==> src/rtl/s27_scan_test_ctrl_pkg.sv <==
// Shared definitions for the s27 scan-test sequencer.
// Holds the sequencer state encoding and the default geometry of the
// scan-inserted s27 core. There are no ports.
package s27_scan_test_ctrl_pkg;

    localparam int DEF_CHAIN_LEN = 3;   // scan flops G5, G6, G7
    localparam int DEF_PI_W      = 4;   // primary inputs G0..G3
    localparam int DEF_PO_W      = 1;   // primary output G17
    localparam int DEF_CNT_W     = 16;  // pattern / fail counter width

    typedef enum logic [2:0] {
        ST_IDLE   = 3'd0,
        ST_SHIFT  = 3'd1,
        ST_CAPT   = 3'd2,
        ST_WAIT   = 3'd3,
        ST_UNLOAD = 3'd4,
        ST_FIN    = 3'd5
    } state_e;

endpackage

==> src/rtl/s27_scan_test_ctrl_if.sv <==
// Pattern channel into the scan-test sequencer.
// master (pattern source) drives valid + pattern fields and reads ready.
// slave (sequencer) reads valid + pattern fields and drives ready.
// Fields: si (chain load, si[0] shifted first), pi (core inputs),
// exp_po / exp_so (expected capture response), last (final pattern).
interface s27_scan_test_ctrl_if
    import s27_scan_test_ctrl_pkg::*;
#(
    parameter int CHAIN_LEN = DEF_CHAIN_LEN,
    parameter int PI_W      = DEF_PI_W,
    parameter int PO_W      = DEF_PO_W
);
    logic                 valid;
    logic                 ready;
    logic [CHAIN_LEN-1:0] si;
    logic [PI_W-1:0]      pi;
    logic [PO_W-1:0]      exp_po;
    logic [CHAIN_LEN-1:0] exp_so;
    logic                 last;

    modport master (output valid, si, pi, exp_po, exp_so, last, input ready);
    modport slave  (input valid, si, pi, exp_po, exp_so, last, output ready);
endinterface

==> src/rtl/s27_scan_test_ctrl_resp_checker.sv <==
// Response checker for one pattern at a time.
// capt_i    : capture cycle; compares core PO and arms the pending response
// shift_i   : chain shifting (next pattern's load or final unload)
// exp_po_i / core_po_i : expected vs. actual primary outputs at capture
// exp_so_i  : expected captured chain state, bit j leaves the chain in cycle j
// scan_out_i: serial chain output
// verdict_valid_o / verdict_fail_o : one verdict per pattern, on its last
//             unload cycle (combinational so the caller can count it the
//             same edge).
module s27_scan_test_ctrl_resp_checker
    import s27_scan_test_ctrl_pkg::*;
#(
    parameter int CHAIN_LEN = DEF_CHAIN_LEN,
    parameter int PO_W      = DEF_PO_W
) (
    input  logic                 ck_i,
    input  logic                 rst_i,
    input  logic                 capt_i,
    input  logic                 shift_i,
    input  logic [PO_W-1:0]      exp_po_i,
    input  logic [PO_W-1:0]      core_po_i,
    input  logic [CHAIN_LEN-1:0] exp_so_i,
    input  logic                 scan_out_i,
    output logic                 verdict_valid_o,
    output logic                 verdict_fail_o
);
    localparam int             IW       = (CHAIN_LEN > 1) ? $clog2(CHAIN_LEN) : 1;
    localparam logic [IW-1:0]  LAST_IDX = IW'(CHAIN_LEN - 1);

    logic                 pend_q;
    logic [CHAIN_LEN-1:0] exp_so_q;
    logic [IW-1:0]        idx_q;
    logic                 acc_q;
    logic                 bit_mis_s;

    // exp_so_q shifts in step with the chain, so bit 0 is always the bit due now
    assign bit_mis_s       = scan_out_i ^ exp_so_q[0];
    assign verdict_valid_o = shift_i & pend_q & (idx_q == LAST_IDX);
    assign verdict_fail_o  = acc_q | bit_mis_s;

    // Pending response: armed at capture, consumed bit by bit while shifting
    always_ff @(posedge ck_i or posedge rst_i) begin
        if (rst_i) begin
            pend_q   <= 1'b0;
            exp_so_q <= {CHAIN_LEN{1'b0}};
            idx_q    <= {IW{1'b0}};
            acc_q    <= 1'b0;
        end else if (capt_i) begin
            pend_q   <= 1'b1;
            exp_so_q <= exp_so_i;
            idx_q    <= {IW{1'b0}};
            acc_q    <= |(exp_po_i ^ core_po_i);
        end else if (shift_i && pend_q) begin
            exp_so_q <= exp_so_q >> 1'b1;
            acc_q    <= acc_q | bit_mis_s;
            if (idx_q == LAST_IDX) begin
                pend_q <= 1'b0;
                idx_q  <= {IW{1'b0}};
            end else begin
                idx_q  <= idx_q + IW'(1'b1);
            end
        end
    end
endmodule

==> src/rtl/s27_scan_test_ctrl.sv <==
// Scan-test sequencer for the scan-inserted s27 core.
// ck_i/rst_i      : clock, asynchronous active-high reset
// pat             : pattern channel (valid/ready + pattern fields)
// scan_en_o, scan_in_o, scan_out_i, core_ck_en_o, core_pi_o, core_po_i :
//                   core scan/functional interface
// busy_o, done_o  : run in progress / one-cycle end-of-run pulse
// pat_cnt_o, fail_cnt_o, first_fail_o, fail_seen_o : run statistics
// Each pattern is shifted in while the previous pattern's captured response
// shifts out, then captured for one cycle; the final pattern is unloaded.
module s27_scan_test_ctrl
    import s27_scan_test_ctrl_pkg::*;
#(
    parameter int CHAIN_LEN = DEF_CHAIN_LEN,
    parameter int PI_W      = DEF_PI_W,
    parameter int PO_W      = DEF_PO_W,
    parameter int CNT_W     = DEF_CNT_W
) (
    input  logic                 ck_i,
    input  logic                 rst_i,
    s27_scan_test_ctrl_if.slave  pat,
    output logic                 scan_en_o,
    output logic                 scan_in_o,
    input  logic                 scan_out_i,
    output logic                 core_ck_en_o,
    output logic [PI_W-1:0]      core_pi_o,
    input  logic [PO_W-1:0]      core_po_i,
    output logic                 busy_o,
    output logic                 done_o,
    output logic [CNT_W-1:0]     pat_cnt_o,
    output logic [CNT_W-1:0]     fail_cnt_o,
    output logic [CNT_W-1:0]     first_fail_o,
    output logic                 fail_seen_o
);
    localparam int               IW       = (CHAIN_LEN > 1) ? $clog2(CHAIN_LEN) : 1;
    localparam logic [IW-1:0]    LAST_BIT = IW'(CHAIN_LEN - 1);
    localparam logic [CNT_W-1:0] CNT_MAX  = {CNT_W{1'b1}};
    localparam logic [CNT_W-1:0] CNT_ONE  = CNT_W'(1'b1);

    state_e               state_q;
    logic [IW-1:0]        sh_cnt_q;
    logic [CHAIN_LEN-1:0] si_q;
    logic [CHAIN_LEN-1:0] exp_so_q;
    logic [PI_W-1:0]      pi_q;
    logic [PO_W-1:0]      exp_po_q;
    logic                 last_q;
    logic                 scan_en_q, ck_en_q, ready_q, busy_q, done_q;
    logic [CNT_W-1:0]     pat_cnt_q, fail_cnt_q, first_fail_q, pend_idx_q;
    logic                 fail_seen_q;
    logic                 acc_s, first_acc_s, capt_s, shift_s, sh_last_s;
    logic                 verdict_valid_s, verdict_fail_s;

    // ready_q is only ever set in IDLE/CAPT/WAIT, so valid elsewhere is ignored
    assign acc_s       = pat.valid & ready_q;
    assign first_acc_s = acc_s & (state_q == ST_IDLE);
    assign capt_s      = (state_q == ST_CAPT);
    assign shift_s     = (state_q == ST_SHIFT) | (state_q == ST_UNLOAD);
    assign sh_last_s   = (sh_cnt_q == LAST_BIT);

    // Sequencer FSM with registered control outputs
    always_ff @(posedge ck_i or posedge rst_i) begin
        if (rst_i) begin
            state_q   <= ST_IDLE;
            sh_cnt_q  <= {IW{1'b0}};
            scan_en_q <= 1'b0;
            ck_en_q   <= 1'b0;
            ready_q   <= 1'b0;
            busy_q    <= 1'b0;
            done_q    <= 1'b0;
        end else begin
            done_q <= 1'b0;
            case (state_q)
                ST_IDLE, ST_WAIT: begin
                    if (acc_s) begin
                        state_q   <= ST_SHIFT;
                        sh_cnt_q  <= {IW{1'b0}};
                        scan_en_q <= 1'b1;
                        ck_en_q   <= 1'b1;
                        ready_q   <= 1'b0;
                        busy_q    <= 1'b1;
                    end else begin
                        scan_en_q <= 1'b0;
                        ck_en_q   <= 1'b0;
                        ready_q   <= 1'b1;
                        busy_q    <= (state_q == ST_WAIT);
                    end
                end
                ST_SHIFT: begin
                    if (sh_last_s) begin
                        state_q   <= ST_CAPT;
                        sh_cnt_q  <= {IW{1'b0}};
                        scan_en_q <= 1'b0;
                        ck_en_q   <= 1'b1;
                        ready_q   <= ~last_q;
                    end else begin
                        sh_cnt_q  <= sh_cnt_q + IW'(1'b1);
                    end
                end
                ST_CAPT: begin
                    if (last_q) begin
                        state_q   <= ST_UNLOAD;
                        scan_en_q <= 1'b1;
                        ck_en_q   <= 1'b1;
                        ready_q   <= 1'b0;
                    end else if (acc_s) begin
                        state_q   <= ST_SHIFT;
                        scan_en_q <= 1'b1;
                        ck_en_q   <= 1'b1;
                        ready_q   <= 1'b0;
                    end else begin
                        // core clock off so the chain keeps the captured state
                        state_q   <= ST_WAIT;
                        scan_en_q <= 1'b0;
                        ck_en_q   <= 1'b0;
                        ready_q   <= 1'b1;
                    end
                end
                ST_UNLOAD: begin
                    if (sh_last_s) begin
                        state_q   <= ST_FIN;
                        sh_cnt_q  <= {IW{1'b0}};
                        scan_en_q <= 1'b0;
                        ck_en_q   <= 1'b0;
                        done_q    <= 1'b1;
                    end else begin
                        sh_cnt_q  <= sh_cnt_q + IW'(1'b1);
                    end
                end
                ST_FIN: begin
                    state_q <= ST_IDLE;
                    busy_q  <= 1'b0;
                    ready_q <= 1'b1;
                end
                default: begin
                    state_q   <= ST_IDLE;
                    sh_cnt_q  <= {IW{1'b0}};
                    scan_en_q <= 1'b0;
                    ck_en_q   <= 1'b0;
                    ready_q   <= 1'b0;
                    busy_q    <= 1'b0;
                end
            endcase
        end
    end

    // Pattern latch; si_q drains towards bit 0 so scan_in is si[j] in shift
    // cycle j and zero-filled by the time the unload starts
    always_ff @(posedge ck_i or posedge rst_i) begin
        if (rst_i) begin
            si_q     <= {CHAIN_LEN{1'b0}};
            exp_so_q <= {CHAIN_LEN{1'b0}};
            pi_q     <= {PI_W{1'b0}};
            exp_po_q <= {PO_W{1'b0}};
            last_q   <= 1'b0;
        end else if (acc_s) begin
            si_q     <= pat.si;
            exp_so_q <= pat.exp_so;
            pi_q     <= pat.pi;
            exp_po_q <= pat.exp_po;
            last_q   <= pat.last;
        end else if (state_q == ST_SHIFT) begin
            si_q     <= si_q >> 1'b1;
        end
    end

    // Run statistics, cleared by the first accept of a run
    always_ff @(posedge ck_i or posedge rst_i) begin
        if (rst_i) begin
            pat_cnt_q    <= {CNT_W{1'b0}};
            fail_cnt_q   <= {CNT_W{1'b0}};
            first_fail_q <= {CNT_W{1'b0}};
            pend_idx_q   <= {CNT_W{1'b0}};
            fail_seen_q  <= 1'b0;
        end else if (first_acc_s) begin
            pat_cnt_q    <= CNT_ONE;
            fail_cnt_q   <= {CNT_W{1'b0}};
            first_fail_q <= {CNT_W{1'b0}};
            pend_idx_q   <= {CNT_W{1'b0}};
            fail_seen_q  <= 1'b0;
        end else begin
            if (acc_s && (pat_cnt_q != CNT_MAX)) begin
                pat_cnt_q <= pat_cnt_q + CNT_ONE;
            end
            // pattern being captured is number pat_cnt_q, index pat_cnt_q-1
            if (capt_s) begin
                pend_idx_q <= pat_cnt_q - CNT_ONE;
            end
            if (verdict_valid_s && verdict_fail_s) begin
                if (fail_cnt_q != CNT_MAX) begin
                    fail_cnt_q <= fail_cnt_q + CNT_ONE;
                end
                if (!fail_seen_q) begin
                    fail_seen_q  <= 1'b1;
                    first_fail_q <= pend_idx_q;
                end
            end
        end
    end

    s27_scan_test_ctrl_resp_checker #(
        .CHAIN_LEN (CHAIN_LEN),
        .PO_W      (PO_W)
    ) u_chk (
        .ck_i            (ck_i),
        .rst_i           (rst_i),
        .capt_i          (capt_s),
        .shift_i         (shift_s),
        .exp_po_i        (exp_po_q),
        .core_po_i       (core_po_i),
        .exp_so_i        (exp_so_q),
        .scan_out_i      (scan_out_i),
        .verdict_valid_o (verdict_valid_s),
        .verdict_fail_o  (verdict_fail_s)
    );

    assign pat.ready    = ready_q;
    assign scan_en_o    = scan_en_q;
    assign scan_in_o    = si_q[0];
    assign core_ck_en_o = ck_en_q;
    assign core_pi_o    = pi_q;
    assign busy_o       = busy_q;
    assign done_o       = done_q;
    assign pat_cnt_o    = pat_cnt_q;
    assign fail_cnt_o   = fail_cnt_q;
    assign first_fail_o = first_fail_q;
    assign fail_seen_o  = fail_seen_q;
endmodule

==> src/flat_wrapper.sv <==
// flat-port wrapper written by rule: the top's interface ports become plain ports
module s27_scan_test_ctrl_flat import s27_scan_test_ctrl_pkg::*;
#(
    parameter int CHAIN_LEN = DEF_CHAIN_LEN,
    parameter int PI_W      = DEF_PI_W,
    parameter int PO_W      = DEF_PO_W,
    parameter int CNT_W     = DEF_CNT_W
)
  (ck_i, rst_i, scan_en_o, scan_in_o, scan_out_i, core_ck_en_o, core_pi_o, core_po_i, busy_o, done_o, pat_cnt_o, fail_cnt_o, first_fail_o, fail_seen_o, pat_valid, pat_si, pat_pi, pat_exp_po, pat_exp_so, pat_last, pat_ready);
  s27_scan_test_ctrl_if #(.CHAIN_LEN(CHAIN_LEN), .PI_W(PI_W), .PO_W(PO_W)) pat_i ();
  input  logic ck_i;
  input  logic rst_i;
  output logic scan_en_o;
  output logic scan_in_o;
  input  logic scan_out_i;
  output logic core_ck_en_o;
  output logic [PI_W-1:0] core_pi_o;
  input  logic [PO_W-1:0] core_po_i;
  output logic busy_o;
  output logic done_o;
  output logic [CNT_W-1:0] pat_cnt_o;
  output logic [CNT_W-1:0] fail_cnt_o;
  output logic [CNT_W-1:0] first_fail_o;
  output logic fail_seen_o;
  input wire logic [$bits(pat_i.valid)-1:0] pat_valid;
  input wire logic [$bits(pat_i.si)-1:0] pat_si;
  input wire logic [$bits(pat_i.pi)-1:0] pat_pi;
  input wire logic [$bits(pat_i.exp_po)-1:0] pat_exp_po;
  input wire logic [$bits(pat_i.exp_so)-1:0] pat_exp_so;
  input wire logic [$bits(pat_i.last)-1:0] pat_last;
  output wire logic [$bits(pat_i.ready)-1:0] pat_ready;
  assign pat_i.valid = pat_valid;
  assign pat_i.si = pat_si;
  assign pat_i.pi = pat_pi;
  assign pat_i.exp_po = pat_exp_po;
  assign pat_i.exp_so = pat_exp_so;
  assign pat_i.last = pat_last;
  assign pat_ready = pat_i.ready;
  s27_scan_test_ctrl #(.CHAIN_LEN(CHAIN_LEN), .PI_W(PI_W), .PO_W(PO_W), .CNT_W(CNT_W)) u_core (.ck_i(ck_i), .rst_i(rst_i), .pat(pat_i), .scan_en_o(scan_en_o), .scan_in_o(scan_in_o), .scan_out_i(scan_out_i), .core_ck_en_o(core_ck_en_o), .core_pi_o(core_pi_o), .core_po_i(core_po_i), .busy_o(busy_o), .done_o(done_o), .pat_cnt_o(pat_cnt_o), .fail_cnt_o(fail_cnt_o), .first_fail_o(first_fail_o), .fail_seen_o(fail_seen_o));
endmodule
==> config.mk <==
export PLATFORM = sky130hd
export DESIGN_NAME = s27_scan_test_ctrl_flat
export DESIGN_NICKNAME = d
export VERILOG_FILES = /design/src/rtl/s27_scan_test_ctrl_pkg.sv /design/src/rtl/s27_scan_test_ctrl_if.sv /design/src/rtl/s27_scan_test_ctrl_resp_checker.sv /design/src/rtl/s27_scan_test_ctrl.sv /design/src/flat_wrapper.sv
export SDC_FILE = /design/constraint.sdc
export NUM_CORES = 1
export LEC_CHECK = 0
export BUFFER_PORTS_ARGS = -buffer_cell sky130_fd_sc_hd__buf_2
export CAP_MARGIN = 20
export CORE_MARGIN = 1
export CORE_UTILIZATION = 45
export CTS_CLUSTER_DIAMETER = 30
export DETAILED_ROUTE_END_ITERATION = 7
export PLACE_DENSITY = 0.66
export SLEW_MARGIN = 20
export SYNTH_ARGS = -nofsm -noshare
export SYNTH_HDL_FRONTEND = slang
export SYNTH_SLANG_ARGS = --single-unit
==> constraint.sdc <==
create_clock -name ck_i -period 4 [get_ports ck_i]
set_clock_uncertainty 0.1 [all_clocks]
set_input_delay 0.2 -clock ck_i [delete_from_list [all_inputs] [get_ports ck_i]]
set_output_delay 0.2 -clock ck_i [all_outputs]
set_load 0.01 [all_outputs]
==> results.py, run 1 <==
metrics = {
    "hold_path": {
        "hp-start": "core_po_i",
        "hold_path_class": "in -> reg",
        "worst_hold_path.num_cells": 3,
        "whs_endpoint": "u_core.u_chk.acc_q",
    },
    "layout": {
        "antenna_cells_inserted": 0,
        "layoutNonFillerInstCount": 728,
        "area.growth.synth_to_final_pct": 17.1,
        "post_route_cells_drive_above_1_share_pct": 18.7,
        "fin_nets": 610,
    },
    "logic_synthesis": {
        "synthTopCellsByArea": "sky130_fd_sc_hd__dfrtp_1 (51%), sky130_fd_sc_hd__nand2_1 (8.1%), sky130_fd_sc_hd__o21ai_0 (5.3%)",
        "yosys_most_used_dff": "sky130_fd_sc_hd__dfrtp_1",
        "synth_area_per_cell_um2": 8.98,
        "synth_enable_flop_cells": 0,
        "synth_top_cells_by_count": "sky130_fd_sc_hd__nand2_1 (100), sky130_fd_sc_hd__dfrtp_1 (94), sky130_fd_sc_hd__o21ai_0 (49), sky130_fd_sc_hd__nor2_1 (41), sky130_fd_sc_hd__nand3_1 (27)",
        "synth.net_count": 538,
        "post-synth-top-area-fraction_pct": 50.6,
        "synthesis.instances": 518,
        "synth.yosys.seq_area_share_pct": 50.6,
        "ys_warn_count": 0,
        "ys_async_sr_fraction_pct": 100,
        "syn_area_mm2": 0.00465,
        "yosys_register_bits": 94,
        "synth_cell_types": 50,
        "synth_most_common_cell": "sky130_fd_sc_hd__nand2_1",
        "synth_area_leader_cell": "sky130_fd_sc_hd__dfrtp_1",
    },
    "status": {
        "status": "completed",
    },
    "drt": {
        "dr_total_vias": 3937,
        "firstDrtPassIters": 4,
        "drt_first_iter_violations": 137,
        "drc": 0,
        "detail-route-antenna-nets": 0,
        "avgViaCountPerCell": 5.41,
        "wl_per_cell_um": 14.5,
        "drt-total-wl_mm": 10.5,
    },
    "clock_network": {
        "ctsRootBufferMaster": "sky130_fd_sc_hd__clkbuf_8",
        "cts_tree": "yes",
        "h-tree-depth": 3,
        "clock_insertion_delay_worst_skew_ns": 0.37,
        "cts_sinks": 94,
        "cts_setup_buffers": 0,
        "tritoncts.num_buffers": 9,
        "clkSlewWorstSetupHoldPaths_ns": 0.09,
        "clock_path_buffers": 2,
    },
    "critical_path": {
        "critical_path_required_ns": 4.17,
        "timing.reg2reg.worst_path_depth": 4,
        "r2r-end": "u_core.pat_cnt_o[5]",
        "r2r_slack_ns": 1.42,
        "timing.critical_path.from_type": "register",
        "timing.setup.critical_path_class": "reg -> reg",
        "worst-endpoint-arrival_ns": 2.75,
        "worstSetupEndpointType": "register",
        "reg2reg_from": "u_core.state_q[2]",
        "crit_fanout": 23,
    },
    "pwr": {
        "power_report.internal_total_w": 0.00203,
        "share_seq_of_total_power_pct": 46.4,
        "p_clk_share_pct": 20.0,
        "power.switching_fraction_pct": 38.5,
        "leakage_nw": 2.52,
        "p_sw_w": 0.00127,
        "p_per_area_mw_per_mm2": 606,
        "pwr-share-comb_pct": 33.6,
        "fin_total_pwr_w": 0.00330,
        "peakVddDrop_mv": 0.348,
    },
    "timing": {
        "finalCritPeriodShare_pct": 64.5,
        "final_hold_fails": 0,
        "drv_slew": 0,
        "worstMarginPinSlew_ns": 0.872,
        "final_period_minus_worst_setup_slack_ns": 2.58,
        "grt_setup_unrepaired": "false",
        "fin_setup_tns_ns": 0,
        "maxSlewHeadroom_pct": 41.9,
        "max_clock_freq_mhz": 388,
        "finalSetupViolCount": 0,
    },
    "floorplanning": {
        "dieHeight_um": 104,
        "die_w_um": 104,
        "start_util_pct": 47.0,
        "die_area_mm2": 0.0108,
        "ioPinCount": 76,
        "fp.coreArea_mm2": 0.00991,
        "core.rowCount": 36,
    },
    "placement": {
        "post-dp-hpwl_mm": 6.97,
        "gp_congestion": 0.809,
        "place.port_buffers": 75,
        "placed_cells": 699,
    },
    "global_routing": {
        "grt_start_max_net_pins": 50,
        "via_count_of_the_first_global_routing_pass": 3687,
        "wire_length_of_the_first_global_routing_pass_mm": 17.9,
        "groute.usage.overall_pct": 20.4,
        "grt_antenna_before_repair": 0,
        "globalRouteOverflowTotal": 0,
    },
    "flow_run": {
        "drv_cap": 0,
    },
}
-- routing by layer --
metal | part of all wire (%) | wire, µm | vias to the layer above | track usage (%)
li1 | - | - | 1948 | -
met1 | 48 | 5050 | 1901 | 27.1
met5 | 0 | 0 | - | 0
met2 | 47 | 4960 | 75 | 33.9
met3 | 3.4 | 354 | 13 | 3.02
met4 | 1.6 | 166 | 0 | 7.35
-- per-stage QoR --
stage | utilization (%) | cell area [µm²] | setup slack [ns] | hold WS [ns]
after floorplan | - | 4650 | 1.25 | 0.205
after global placement | 51.6 | 5110 | 1.53 | 0.290
after detailed placement | 51.6 | 5110 | 1.46 | 0.291
after CTS | 55.0 | 5450 | 1.46 | 0.0456
after global routing | 55.0 | 5450 | 1.25 | 0.0633
final | 55.0 | 5450 | 1.42 | 0.0447
-- final cells by class --
cell class | count | area, µm²
clock inverter | 6 | 68.8
clock buffer | 10 | 138
tap | 133 | 166
sequential | 94 | 2350
timing repair buffer | 94 | 551
fill | 966 | 4460
inverter | 11 | 42.5
multi-input combinational | 380 | 2130
-- power groups by stage --
stage	sequential, W	clock, W	combinational [W]
5_1_grt	0.00158	0.000708	0.00127
4_1_cts	0.00153	0.000674	0.00112
6_report	0.00153	0.000659	0.00111
3_3_place_gp	0.00154	0	0.00108
2_1_floorplan	0.00152	0	0.000773
3_5_place_dp	0.00155	0	0.00110
-- state kept, by name (all words and copies together) (netlist names), 2 cells and up --
signal / count
u_core.exp_so_q: 3
u_core.state_q: 3
u_core.si_q: 3
u_core.core_pi_o: 4
u_core.first_fail_o: 16
u_core.pend_idx_q: 16
u_core.fail_cnt_o: 16
u_core.u_chk.idx_q: 2
u_core.pat_cnt_o: 16
u_core.sh_cnt_q: 2
u_core.u_chk.exp_so_q: 3
-- layout by cell type, fill, tap and decap left out, drive strengths merged, types with 4 or more instances in the layout --
cell type / n
a211oi: 5
a21oi: 22
a31oi: 5
buf: 81
clkbuf: 10
clkinv: 4
dfrtp: 94
dlygate4sd3: 13
inv: 11
mux2i: 6
nand2: 100
nand3: 27
nand4: 12
nor2: 41
nor2b: 4
nor3: 13
nor4: 11
nor4b: 4
o21ai: 49
or3: 8
or4: 6
xnor2: 21
xor2: 8
-- cell families after synthesis --
family / synth area share [%]
simple gates: 25.1
compound gates: 12.3
flops: 50.6
buf+inv: 3.68
xor+xnor: 5.62
mux: 1.53
fa+ha+maj: 1.24
-- worst max-delay path by stage --
stage                           start                    to  slack (ns)  cells after the start
floorplan                       rst_i         u_core.busy_o        1.25                      1
global placement    u_core.state_q[2]  u_core.fail_cnt_o[7]        1.53                      6
detailed placement  u_core.state_q[2]  u_core.fail_cnt_o[7]        1.46                      6
CTS                 u_core.state_q[2]  u_core.fail_cnt_o[7]        1.46                      6
global route        u_core.state_q[2]  u_core.fail_cnt_o[7]        1.25                      6
finish              u_core.state_q[2]   u_core.pat_cnt_o[5]        1.42                      4
-- what timing repair did --
action                    CTS  global route
hold endpoints to repair   60             0
hold buffers               13             0
resized for setup           0             0
-- worst max-delay path, stage by stage (launching register included) --
cell and delay, ns:
sky130_fd_sc_hd__dfrtp_1 0.85, sky130_fd_sc_hd__o311ai_0 0.36, sky130_fd_sc_hd__nor4_2 0.54, sky130_fd_sc_hd__a21oi_1 0.33
sky130_fd_sc_hd__a311oi_1 0.31
Power figures use the tool's default switching activity.
==> run 2, diff against run 1 <==
PLACE_DENSITY = 0.68   (was 0.66)
clock period = 2.1 ns   (was 4 ns; I/O delays follow)
==> run 2 against run 1 <==
Effect of this change:
- hold slack improved by 0.15 ns
- largest power group unchanged
- power grew 99%
- routed wire length grew 6.4%
- design area rose by 9.4%
- fmax rose by 30%
- register-to-register slack lost 1.3 ns
==> results.py, run 2 (synthesis gave the netlist of run 1 again) <==
metrics = {
    "critical_path": {
        "crit_fanout": 5,
        "critical_path_depth": 7,
        "timing.reg2reg.worst_path_depth": 7,
        "worst_path_most_repeated_cell": "sky130_fd_sc_hd__buf_4",
        "timing.setup.critical_path_class": "reg -> reg",
        "timing.critical_path.slowest_cell_delay_ns": 0.54,
        "critical_path_required_ns": 2.26,
        "worst-endpoint-arrival_ns": 2.15,
        "worstSetupEndpointType": "register",
        "worstPathCellList": "buf_4 > or4_4 > nor4_4 > buf_4 > nand3b_1 > xor2_1 > o21ai_1",
        "worstPathBufferInverterCount": 2,
        "slowest_stage": "sky130_fd_sc_hd__or4_4",
        "cpLargestDelayFamily": "simple AND/OR/NAND/NOR gates",
        "timing.critical_path.from_type": "register",
    },
    "global_routing": {
        "groute.usage.overall_pct": 21.9,
        "grt_antenna_before_repair": 0,
        "globalRouteOverflowTotal": 0,
        "via_count_of_the_first_global_routing_pass": 4069,
        "grt_start_max_net_pins": 46,
        "wire_length_of_the_first_global_routing_pass_mm": 19.1,
    },
    "layout": {
        "final_cell_mix": "sky130_fd_sc_hd__nand2_1 (100), sky130_fd_sc_hd__dfrtp_1 (94), sky130_fd_sc_hd__buf_2 (75), sky130_fd_sc_hd__buf_4 (62), sky130_fd_sc_hd__o21ai_0 (47)",
        "area.growth.synth_to_final_pct": 28.2,
        "antenna_cells_inserted": 0,
        "fillers": 873,
        "post_route_cells_drive_above_1_share_pct": 26.7,
        "fin_nets": 671,
        "layout_commonest_cell": "sky130_fd_sc_hd__nand2_1",
        "layoutNonFillerInstCount": 789,
    },
    "drt": {
        "dr_total_vias": 4151,
        "drc": 0,
        "avgViaCountPerCell": 5.26,
        "firstDrtPassIters": 4,
        "drt_first_iter_violations": 169,
        "detail-route-antenna-nets": 0,
        "wl_per_cell_um": 14.2,
        "drt-total-wl_mm": 11.2,
    },
    "clock_network": {
        "clock_path_buffers": 2,
        "cts_sinks": 94,
        "clock_insertion_delay_worst_skew_ns": 0.37,
        "ctsRootBufferMaster": "sky130_fd_sc_hd__clkbuf_8",
        "tritoncts.num_buffers": 9,
        "h-tree-depth": 3,
        "clkSlewWorstSetupHoldPaths_ns": 0.10,
        "cts_tree": "yes",
    },
    "pwr": {
        "p_sw_w": 0.00254,
        "power.switching_fraction_pct": 38.6,
        "p_clk_share_pct": 17.4,
        "pwr-share-comb_pct": 40.3,
        "p_per_area_mw_per_mm2": 1110,
        "share_seq_of_total_power_pct": 42.3,
        "power_report.internal_total_w": 0.00405,
        "leakage_nw": 2.84,
        "peakVddDrop_mv": 0.552,
        "fin_total_pwr_w": 0.00659,
    },
    "floorplanning": {
        "die_w_um": 104,
        "fp.coreArea_mm2": 0.00991,
        "core.rowCount": 36,
        "die_area_mm2": 0.0108,
        "start_util_pct": 47.0,
        "ioPinCount": 76,
        "dieHeight_um": 104,
    },
    "timing": {
        "max_clock_freq_mhz": 502,
        "fin_setup_tns_ns": 0,
        "drv_slew": 0,
        "final_period_minus_worst_setup_slack_ns": 1.99,
        "setup_slack_ns": 0.109,
        "worstMarginPinSlew_ns": 0.484,
        "finalCritPeriodShare_pct": 94.8,
        "finalSetupViolCount": 0,
        "final_hold_fails": 0,
        "maxSlewHeadroom_pct": 67.7,
    },
    "hold_path": {
        "worst_hold_path.num_cells": 5,
        "hold_path_class": "in -> reg",
    },
    "placement": {
        "post-dp-hpwl_mm": 7.78,
        "placed_cells": 755,
        "placement.setup.worst_slack_ns": -0.0000515,
        "gp_congestion": 0.870,
        "place.port_buffers": 75,
    },
    "flow_run": {
        "drv_cap": 0,
    },
    "status": {
        "status": "completed",
    },
}
-- run 2: power groups by stage --
stage,Clock [W],Combinational [W],Sequential (W)
final,0.00115,0.00265,0.00279
after global routing,0.00127,0.00297,0.00288
after CTS,0.00118,0.00260,0.00278
after detailed placement,0,0.00252,0.00283
after global placement,0,0.00245,0.00280
after floorplan,0,0.00147,0.00290
-- run 2: routing by layer --
layer / wire length [µm] / track usage (%) / up-vias / part of all wire (%)
li1: - / - / 2063 / -
met1: 5040 / 28.5 / 1984 / 45
met2: 5630 / 37.6 / 95 / 50
met3: 426 / 4.47 / 9 / 3.8
met4: 110 / 5.51 / 0 / 0.98
met5: 0 / 0 / - / 0
-- run 2: stage by stage --
step | hold slack, ns | cell area (µm²) | utilization [%]
global placement | 0.0535 | 5570 | 56.3
floorplan | 0.110 | 4660 | -
CTS | 0.186 | 5920 | 59.7
detailed placement | 0.0604 | 5570 | 56.3
finish | 0.197 | 5960 | 60.2
global route | 0.195 | 5960 | 60.2
-- run 2: worst reg2reg max path: stages (launching register included) --
cell and delay (ns):
sky130_fd_sc_hd__dfrtp_1 0.41, sky130_fd_sc_hd__buf_4 0.15, sky130_fd_sc_hd__or4_4 0.55, sky130_fd_sc_hd__nor4_4 0.15, sky130_fd_sc_hd__buf_4 0.17, sky130_fd_sc_hd__nand3b_1 0.10, sky130_fd_sc_hd__xor2_1 0.19, sky130_fd_sc_hd__o21ai_1 0.07
-- run 2: what timing repair did --
item	4_1_cts	5_1_grt
gates resized for setup	0	11
buffers inserted	3	1
endpoints found under the hold margin	31	0
hold buffers	14	0
pin swaps	0	1
setup endpoints to repair	1	15
-- run 2: cell type report --
type                       instances  area (µm²)  share of cell area [%]
sequential                        94        2350                    39.4
tap                              133         166                    2.79
inverter                          11        45.0                   0.755
clock inverter                     6        52.6                   0.881
clock buffer                      10         128                    2.14
timing repair buffer             155        1050                    17.6
multi-input combinational        380        2170                    36.4
-- run 2: path summary, 6_finish.rpt --
| check | startpoint | end | slack (ns) |
|---|---|---|---|
| worst min-delay path | scan_out_i | u_core.u_chk.acc_q | 0.20 |
| min in group asynchronous | rst_i | u_core.core_pi_o[2] | 0.21 |
| max in group asynchronous | rst_i | u_core.pend_idx_q[1] | 1.13 |
| worst min register to register | u_core.exp_so_q[1] | u_core.exp_so_q[1] | 0.38 |
| worst max register to register | u_core.pat_cnt_o[1] | u_core.pend_idx_q[13] | 0.11 |
| worst max-delay path | u_core.pat_cnt_o[1] | u_core.pend_idx_q[13] | 0.11 |
==> run 3, diff against run 2 <==
PLACE_DENSITY = unset   (was 0.68)
PLACE_DENSITY_LB_ADDON = 0.3   (was unset)
==> run 3 against run 2 <==
Effect of this change:
- critical path type unchanged
- clock power is 8% higher
- routed wire length about the same
- die area unchanged
- count of clock-buffer cells in the layout unchanged
- first-iteration DRC count increased by 21%
- largest cell class unchanged
- hold slack gained 0.029 ns
==> results.py, run 3 (synthesis gave the netlist of run 1 again) <==
metrics = {
    "status": {
        "status": "completed",
    },
    "flow_run": {
        "drv_cap": 0,
    },
    "floorplanning": {
        "core.rowCount": 36,
        "ioPinCount": 76,
        "die_w_um": 104,
        "start_util_pct": 47.0,
        "fp.coreArea_mm2": 0.00991,
        "dieHeight_um": 104,
        "die_area_mm2": 0.0108,
    },
    "drt": {
        "avgViaCountPerCell": 5.27,
        "drc": 0,
        "firstDrtPassIters": 5,
        "wl_per_cell_um": 14.3,
        "drt_first_iter_violations": 205,
        "drt-total-wl_mm": 11.2,
        "dr_total_vias": 4140,
        "detail-route-antenna-nets": 0,
    },
    "global_routing": {
        "groute.usage.overall_pct": 21.6,
        "grt_use_met2_pct": 35.9,
        "wire_length_of_the_first_global_routing_pass_mm": 19.0,
        "gr-usage-met3_pct": 3.84,
        "via_count_of_the_first_global_routing_pass": 3960,
        "grt_antenna_before_repair": 0,
        "busiest_layer": "met2",
        "grt.met1_usage_pct": 28.9,
        "grt_start_max_net_pins": 47,
        "globalRouteOverflowTotal": 0,
    },
    "timing": {
        "worstMarginPinSlew_ns": 0.523,
        "grt_setup_unrepaired": "true",
        "finalCritPeriodShare_pct": 99.1,
        "fin_setup_tns_ns": 0,
        "maxSlewHeadroom_pct": 65.1,
        "drv_slew": 0,
        "final_period_minus_worst_setup_slack_ns": 2.08,
        "final_hold_fails": 0,
        "max_clock_freq_mhz": 481,
        "fin_worst_hold_slack_ns": 0.226,
        "finalSetupViolCount": 0,
    },
    "critical_path": {
        "worst-endpoint-arrival_ns": 2.23,
        "timing.reg2reg.worst_path_depth": 7,
        "crit_fanout": 5,
        "cpLargestDelayFamily": "simple AND/OR/NAND/NOR gates",
        "worstSetupEndpointType": "register",
        "timing.setup.critical_path_class": "reg -> reg",
        "worstPathCellList": "buf_6 > or4_4 > nor4_4 > buf_4 > nand3b_1 > xor2_1 > o21ai_1",
        "critical_path_depth": 7,
        "critical_path_required_ns": 2.25,
        "slowest_stage": "sky130_fd_sc_hd__or4_4",
        "timing.critical_path.slowest_cell_delay_ns": 0.54,
        "worstPathBufferInverterCount": 2,
        "timing.critical_path.from_type": "register",
    },
    "layout": {
        "area.growth.synth_to_final_pct": 28.9,
        "layout_commonest_cell": "sky130_fd_sc_hd__nand2_1",
        "utilization_pct": 60.5,
        "fillers": 857,
        "final_cell_mix": "sky130_fd_sc_hd__nand2_1 (100), sky130_fd_sc_hd__dfrtp_1 (94), sky130_fd_sc_hd__buf_2 (75), sky130_fd_sc_hd__buf_4 (57), sky130_fd_sc_hd__o21ai_0 (48)",
        "fin_nets": 668,
        "antenna_cells_inserted": 0,
        "post_route_cells_drive_above_1_share_pct": 26.6,
        "design_area_mm2": 0.00600,
    },
    "placement": {
        "place.port_buffers": 75,
        "gp_congestion": 0.837,
        "post-dp-hpwl_mm": 7.72,
        "placement.cell_area_mm2": 0.00553,
    },
    "clock_network": {
        "clkSlewWorstSetupHoldPaths_ns": 0.10,
        "ctsRootBufferMaster": "sky130_fd_sc_hd__clkbuf_8",
        "h-tree-depth": 3,
        "cts_sinks": 94,
        "tritoncts.num_buffers": 9,
        "clock_path_buffers": 2,
        "cts_tree": "yes",
        "clock_insertion_delay_worst_skew_ns": 0.36,
    },
    "pwr": {
        "leakage_nw": 2.85,
        "p_per_area_mw_per_mm2": 1120,
        "fin_total_pwr_w": 0.00674,
        "peakVddDrop_mv": 0.582,
    },
    "hold_path": {
        "hold_path_class": "in -> async",
    },
}
==> run 3: changes by cell type in the layout (fill, tap and decap cells not counted), sizes merged <==
cell,previous run,this run
clkinvlp,3,1
buf,141,138
bufinv,0,1
inv,14,13
clkinv,0,2
==> run 3: power breakdown <==
part           leakage, nW  switching [W]  total, W  internal, W
combinational         1.50        0.00146   0.00269      0.00123
sequential            1.25       0.000412   0.00280      0.00239
clock                0.107       0.000650   0.00124     0.000592
total                 2.85        0.00252   0.00674      0.00421
==> run 3: tightest hold or removal path: stages <==
cell and delay (ns):
sky130_fd_sc_hd__dlygate4sd3_1 0.54, sky130_fd_sc_hd__buf_2 0.13, sky130_fd_sc_hd__clkinvlp_4 0.34
==> run 3: path summary, 6_finish.rpt <==
check | slack (ns) | end | start
min | 0.23 | u_core.exp_so_q[0] | rst_i
max in group asynchronous | 1.09 | u_core.first_fail_o[0] | rst_i
min in group ck_i | 0.23 | u_core.exp_so_q[0] | pat_valid
max reg2reg | 0.02 | u_core.pend_idx_q[13] | u_core.pat_cnt_o[0]
max | 0.02 | u_core.pend_idx_q[13] | u_core.pat_cnt_o[0]
min reg2reg | 0.38 | u_core.core_pi_o[3] | u_core.core_pi_o[3]
==> run 3: through the flow <==
step,instances,setup WS [ns]
after floorplan,518,0.00443
after global placement,748,-0.0420
after detailed placement,748,-0.0747
after CTS,780,0.00352
after global routing,786,-0.0640
final,786,0.0197
==> run 3: area by class of cell <==
cell class / count / area, µm² / share of cell area (%)
sequential: 94 / 2350 / 39.2
inverter: 11 / 45.0 / 0.751
clock buffer: 10 / 138 / 2.30
clock inverter: 6 / 66.3 / 1.11
timing repair buffer: 152 / 1050 / 17.4
multi-input combinational: 380 / 2180 / 36.4
tap: 133 / 166 / 2.77
==> run 3: timing repair <==
action / 4_1_cts / 5_1_grt
pin swaps: 1 / 5
hold buffers: 14 / 0
endpoints found under the hold margin: 32 / 0
gates resized for setup: 3 / 10
setup endpoints to repair: 4 / 19
buffers inserted: 2 / 6
==> run 3: per-layer routing <==
metal  routed length [µm]  part of all wire, %  vias up
met2                 5450                   49      117
met5                    0                    0        -
met1                 5080                   45     1959
met4                  148                  1.3        0
li1                     -                    -     2049
met3                  530                  4.7       15
